### src/rtl/trap_peak_sequencer.sv
`timescale 1ns/1ps
// trap_peak_sequencer
// Control block that follows a trapezoidal shaping filter (rise K, flat-top
// end L). On enable it flushes the filter delay lines, arms a threshold
// trigger, samples the trapezoid at mid flat-top, flags pile-up inside the
// pulse window and hands amplitude + timestamp to a valid/ready register.
// Optional build macro: TRAP_PILEUP_REJECT_EN (drop pile-up results instead
// of emitting them flagged).
module trap_peak_sequencer #(
   parameter int FILT_W   = 24,
   parameter int K        = 5,
   parameter int L        = 8,
   parameter int SIZE_CNT = 4,
   parameter int TS_W     = 16
) (
   input  logic              clk,
   input  logic              reset_n,
   input  logic              en,
   input  logic [FILT_W-1:0] thr,
   input  logic              filt_valid,
   input  logic [FILT_W-1:0] filt_data,
   output logic              filt_clr,
   output logic              busy,
   output logic              peak_valid,
   input  logic              peak_ready,
   output logic [FILT_W-1:0] peak_amp,
   output logic [TS_W-1:0]   peak_ts,
   output logic              peak_pileup,
   output logic [7:0]        drop_cnt
);

   // Window and flush lengths must fit the shared counter.
   if (K >= L || (K + L) > ((1 << SIZE_CNT) - 1)) begin : g_param_check
      $error("trap_peak_sequencer: need K < L and K+L <= 2**SIZE_CNT-1");
   end

   // Last count of the flush and of the pulse window (both K+L long).
   localparam logic [SIZE_CNT-1:0] LAST_CNT  = SIZE_CNT'(K + L - 1);
   // Count at which the rise is complete and the flat top begins.
   localparam logic [SIZE_CNT-1:0] RISE_LAST = SIZE_CNT'(K - 1);
   // Mid flat-top sample: the amplitude is taken here.
   localparam logic [SIZE_CNT-1:0] AMP_CNT   = SIZE_CNT'(K + (L - K) / 2);

   typedef enum logic [2:0] {
      S_IDLE,
      S_FLUSH,
      S_ARM,
      S_RISE,
      S_FLAT,
      S_EMIT,
      S_QUIET
   } state_t;

   state_t              state;
   state_t              state_nxt;
   logic [SIZE_CNT-1:0] cnt;
   logic [TS_W-1:0]     ts;
   logic                below;
   logic [FILT_W-1:0]   pend_amp;
   logic [TS_W-1:0]     pend_ts;
   logic                pend_pileup;

   logic ge_thr;
   logic in_window;
   logic out_free;
   logic emit_ok;
   logic trig;
   logic recross;
   logic emit_load;
   logic emit_drop;

   assign ge_thr    = $signed(filt_data) >= $signed(thr);
   assign in_window = (state == S_RISE) || (state == S_FLAT);
   assign out_free  = !peak_valid || peak_ready;
   assign busy      = (state != S_IDLE) && (state != S_ARM);

`ifdef TRAP_PILEUP_REJECT_EN
   assign emit_ok     = out_free && !pend_pileup;
   assign peak_pileup = 1'b0;
`else
   assign emit_ok     = out_free;
`endif

   // State register.
   always_ff @(posedge clk) begin
      // NOTE: every register in a clocked block is written with <= so all
      // flops update from the same pre-edge values, whatever the statement order.
      if (!reset_n) state <= S_IDLE;
      else          state <= state_nxt;
   end

   // Next-state decode and per-cycle control strobes.
   always_comb begin
      // NOTE: each signal gets a default before the case so no path leaves it
      // unassigned; a missing default would infer a latch.
      state_nxt = state;
      filt_clr  = 1'b0;
      trig      = 1'b0;
      recross   = 1'b0;
      emit_load = 1'b0;
      emit_drop = 1'b0;
      case (state)
         S_IDLE: begin
            if (en) state_nxt = S_FLUSH;
         end
         S_FLUSH: begin
            filt_clr = 1'b1;
            if (cnt == LAST_CNT) state_nxt = S_ARM;
         end
         S_ARM: begin
            if (filt_valid && ge_thr && below) begin
               trig      = 1'b1;
               state_nxt = S_RISE;
            end
         end
         S_RISE, S_FLAT: begin
            if (filt_valid) begin
               recross = ge_thr && below && (cnt != '0);
               if (cnt == LAST_CNT)                          state_nxt = S_EMIT;
               else if (state == S_RISE && cnt >= RISE_LAST) state_nxt = S_FLAT;
            end
         end
         S_EMIT: begin
            state_nxt = S_QUIET;
            if (emit_ok) emit_load = 1'b1;
            else         emit_drop = 1'b1;
         end
         S_QUIET: begin
            if (filt_valid && !ge_thr) state_nxt = S_ARM;
         end
         default: state_nxt = S_IDLE;
      endcase
      // Dropping enable aborts everything in flight, including a pending emit.
      if (!en) begin
         state_nxt = S_IDLE;
         filt_clr  = 1'b0;
         trig      = 1'b0;
         recross   = 1'b0;
         emit_load = 1'b0;
         emit_drop = 1'b0;
      end
   end

   // Counters, trigger bookkeeping, pending capture and the output register.
   always_ff @(posedge clk) begin
      // NOTE: the pending capture registers are reset as well, so a reset
      // mid-window leaves no stale amplitude or timestamp behind.
      if (!reset_n) begin
         ts          <= '0;
         cnt         <= '0;
         below       <= 1'b1;
         pend_amp    <= '0;
         pend_ts     <= '0;
         pend_pileup <= 1'b0;
         peak_valid  <= 1'b0;
         peak_amp    <= '0;
         peak_ts     <= '0;
`ifndef TRAP_PILEUP_REJECT_EN
         peak_pileup <= 1'b0;
`endif
         drop_cnt    <= '0;
      end else begin
         if (state == S_IDLE)        ts <= '0;
         else if (en && filt_valid)  ts <= ts + 1'b1;

         if (!en || state == S_IDLE)     cnt <= '0;
         else if (state == S_FLUSH)      cnt <= (cnt == LAST_CNT) ? '0 : cnt + 1'b1;
         else if (trig)                  cnt <= SIZE_CNT'(1);
         else if (in_window && filt_valid) cnt <= cnt + 1'b1;

         // The filter output is meaningless while its delay lines are cleared.
         if (filt_valid && state != S_FLUSH) begin
            if (!ge_thr)              below <= 1'b1;
            else if (trig || recross) below <= 1'b0;
         end

         if (trig) begin
            pend_ts     <= ts;
            pend_pileup <= 1'b0;
         end else if (recross) begin
            pend_pileup <= 1'b1;
         end

         if (en && in_window && filt_valid && cnt == AMP_CNT) pend_amp <= filt_data;

         if (emit_load) begin
            peak_valid  <= 1'b1;
            peak_amp    <= pend_amp;
            peak_ts     <= pend_ts;
`ifndef TRAP_PILEUP_REJECT_EN
            peak_pileup <= pend_pileup;
`endif
         end else if (peak_valid && peak_ready) begin
            peak_valid <= 1'b0;
         end

         if (emit_drop && drop_cnt != 8'hFF) drop_cnt <= drop_cnt + 1'b1;
      end
   end

endmodule
### config.mk
export PLATFORM = sky130hd
export DESIGN_NAME = trap_peak_sequencer
export DESIGN_NICKNAME = d
export VERILOG_FILES = /design/src/rtl/trap_peak_sequencer.sv
export SDC_FILE = /design/constraint.sdc
export NUM_CORES = 1
export LEC_CHECK = 0
export ABC_AREA = 1
export CAP_MARGIN = 20
export CORE_UTILIZATION = 52
export CTS_CLUSTER_DIAMETER = 30
export CTS_CLUSTER_SIZE = 28
export DETAILED_ROUTE_END_ITERATION = 10
export PLACE_DENSITY = 0.8
export SLEW_MARGIN = 20
export SYNTH_ARGS = -nofsm -noshare
export SYNTH_HDL_FRONTEND = slang
export SYNTH_SLANG_ARGS = --single-unit
### constraint.sdc
create_clock -name clk -period 2.39 [get_ports clk]
set_input_delay 0.478 -clock clk [delete_from_list [all_inputs] [get_ports clk]]
set_output_delay 0.478 -clock clk [all_outputs]
set_load 0.005 [all_outputs]
==> results.sh <==
export IMPL_status="complete, no violations"
export IMPL_start_util=0.541
export IMPL_final_common_cell="nand2_1"
export IMPL_coreArea_um2=9820
export IMPL_grt_pass1_vias=5091
export IMPL_finalCritPeriodShare=0.956
export IMPL_worstSkewPairLatency_ns=0.51
export IMPL_reg2reg_to="drop_cnt[7]"
export IMPL_die_h_um=103
export IMPL_dp_slack_ns=-0.376
export IMPL_cts_reportedPaths_clkPinSlew_ns=0.06
export IMPL_yosysWarnings=0
export IMPL_whs_path_depth=2
export IMPL_power_switching_w=0.00114
export IMPL_fmax_ghz=0.438
export IMPL_gp_congestion=0.937
export IMPL_cts_tree="done"
export IMPL_grt_setup_unrepaired="true"
export IMPL_dr_pass1_iters=5
export IMPL_reg2reg_depth=12
export IMPL_hold_path_startpoint="pend_pileup"
export IMPL_hp_class="flip-flop to flip-flop"
export IMPL_leakage_nw=2.89
export IMPL_syn_area_um2=5310
export IMPL_cp_max_fo=16
export IMPL_critPathMostFrequentCell="nand2_2"
export IMPL_grt_max_degree=62
export IMPL_seqPwrFrac=0.402
export IMPL_layout_drive_gt1_share=0.148
export IMPL_tightest_slew_ns=0.678
export IMPL_worstPathCellList="clkdlybuf4s50_1 > inv_1 > ha_1 > nand2_2 > nor2_4 > nand2_2 > nor3_4 > nand2_1 > buf_4 > nand3_2 > nand3_4 > nand2_2 > inv_2 > buf_12 > nand3_1 > a21oi_1"
export IMPL_final_cell_mix="nand2_1 (124), dfxtp_1 (114), clkdlybuf4s50_1 (103)"
export IMPL_min_period_ns=2.29
export IMPL_grt_pass1_wl_um=22800
export IMPL_slowest_stage="clkdlybuf4s50_1"
export IMPL_clock_sinks=115
export IMPL_post_drt_wl_per_cell_um=14.2
export IMPL_vdd_drop_max_mv=0.572
export IMPL_grt_total_usage=0.276
export IMPL_overflow=0
export IMPL_area_delta_synth_final_pct=40.6
export IMPL_internal_power_w=0.00364
export IMPL_startpoint_type="input pin"
export IMPL_antenna_found_initial=0
export IMPL_slew_headroom=0.548
export IMPL_worstSetupEndpointType="flip-flop"
export IMPL_cts_path_max_buffers=2
export IMPL_finalHoldViolCount=0
export IMPL_ios=105
export IMPL_drtAntennaViolNets=0
export IMPL_cts_buffers=17
export IMPL_syn_num_nets=797
export IMPL_cts_htree_levels=4
export IMPL_totalNegativeSetupSlack_ns=0
export IMPL_dieArea_um2=10600
export IMPL_place_area_um2=6720
export IMPL_nets=933
export IMPL_critical_path_top_delay_family="simple AND/OR/NAND/NOR gates"
export IMPL_drv_slew=0
export IMPL_hold_end="pend_pileup"
export IMPL_synth_cell_type_count=33
export IMPL_route_vias_total=5346
export IMPL_skew_ns=0.00637
export IMPL_syn_area_per_cell_um2=7.42
export IMPL_seq_area_frac_synth=0.434
export IMPL_pwr_share_comb=0.085
export IMPL_power_w=0.00479
export IMPL_finalWorstSetupSlack_ns=0.105
export IMPL_r2r_start="drop_cnt[1]"
export IMPL_worst_endpoint_required_ns=2.76
export IMPL_drtIter0Drc=374
export IMPL_setup_viol=0
export IMPL_routed_wl_um=14100
export IMPL_drc_errors=0
export IMPL_port_buffers=104
export IMPL_clkPwrFrac=0.513
export IMPL_crit_type="input pin to flip-flop"
export IMPL_critPathMaxStageDelay_ns=0.45
export IMPL_max_cap_violations=0
export IMPL_dp_hpwl_um=9750
export IMPL_worst_ep_arrival_time_ns=2.66
export IMPL_switching_share=0.239
export IMPL_num_rows=36
export IMPL_ctsHoldBuffers=0
export IMPL_r2r_setup_slack_ns=0.52
export IMPL_worst_path_buf_inv=5
export IMPL_ys_ff_latch=115
export IMPL_powerDensity_nw_per_um2=641
export IMPL_synthCells=715
export IMPL_vias_per_cell=5.36
export IMPL_cts_root_buf="clkbuf_8"
export IMPL_n_antenna_cell=0
export IMPL_final_area_um2=7460
export IMPL_die_w_um=103
## cell type report
type                    count  area, um^2
clock buffers              18         428
clock inverters            14         155
inverters                  71         267
well taps                 133         166
fillers                   744        2360
repair buffers            147        1410
multi-input cells         499        2730
flip-flops and latches    115        2310
## worst register-to-register path: cells and delay by family (launching register included)
family                     cells  cell delay, ns
and+or+nand+nor                8            0.88
buffers and inverters          1            0.06
adders and majority gates      1            0.17
AOI/OAI and AO/OA              2            0.21
DFF                            1            0.40
## metal layers
metal / share of wire / vias to the layer above / GRT usage
li1: - / 2634 / -
met1: 0.42 / 2469 / 0.336
met2: 0.50 / 211 / 0.468
met3: 0.060 / 32 / 0.0556
met4: 0.023 / 0 / 0.133
met5: 0 / - / 0
## logic make-up (layout without fill, tap and decap cells)
family	count (synthesis)	after routing	share of synthesized area
adder cells (fa/ha/maj)	29	29	0.0684
AO/OA/AOI/OAI	144	144	0.142
XOR/XNOR	2	2	0.00330
buffers and inverters	101	250	0.0759
AND/OR/NAND/NOR	324	324	0.277
flip-flops	115	115	0.434
## cell usage after synthesis
cell type	count	area, um^2
inv_2	5	18.8
or3_1	1	6.26
o211ai_1	1	7.51
nor3b_1	1	7.51
a21boi_1	1	7.51
nand2_1	129	484
xnor2_1	1	8.76
buf_2	1	5.00
o21bai_1	1	7.51
o21a_1	4	30.0
buf_1	3	11.3
clkbuf_1	23	86.3
nor2_2	5	31.3
nor2_4	4	45.0
nor3_2	3	30.0
o21ai_0	42	210
xor2_1	1	8.76
nor2_1	82	308
inv_1	64	240
a21oi_1	91	455
a21oi_2	1	8.76
a21o_1	2	15.0
ha_1	29	363
nand2_2	8	50.1
buf_6	3	33.8
clkinv_1	2	7.51
nand4_1	6	37.5
dfxtp_1	115	2300
nand3_2	6	60.1
nor3_1	7	35.0
a211oi_2	1	12.5
nand3_1	71	355
nand3_4	1	17.5
## flip-flops by register name (all words and copies together), names as in the netlist, 3 cells and up
name	flops
peak_amp	24
pend_amp	24
peak_ts	16
pend_ts	16
cnt	4
ts	16
drop_cnt	8
state	3
## worst max-delay path by stage
stage                     startpoint    endpoint  slack [ns]  cells after the start
after floorplan              thr[23]       below        0.26                     15
after global placement       thr[23]      cnt[2]       -0.31                     16
after detailed placement     thr[11]      cnt[3]       -0.38                     16
after CTS                    thr[23]      cnt[1]        0.12                     17
after global routing          thr[1]  pend_ts[2]       -0.03                     18
final                        thr[21]  pend_ts[2]        0.10                     16
## timing repair
action | CTS | global route
endpoints found under the hold margin | 0 | 0
setup endpoints to repair | 1 | 23
pin swaps | 1 | 8
setup buffers | 1 | 2
resized for setup | 5 | 26
## per-stage QoR
stage | hold WS [ns] | cells | util
floorplan | 0.426 | 715 | -
global placement | 0.440 | 962 | 0.684
detailed placement | 0.448 | 962 | 0.684
CTS | 0.460 | 995 | 0.745
global route | 0.475 | 997 | 0.760
finish | 0.459 | 997 | 0.760
## power groups by stage
stage | clock, W | sequential (W) | combinational (W)
2_1_floorplan | 0 | 0.00197 | 0.000178
3_3_place_gp | 0 | 0.00197 | 0.000354
5_1_grt | 0.00257 | 0.00192 | 0.000447
6_report | 0.00246 | 0.00192 | 0.000406
3_5_place_dp | 0 | 0.00197 | 0.000367
4_1_cts | 0.00248 | 0.00192 | 0.000374
(Power assumes the default switching activity.)
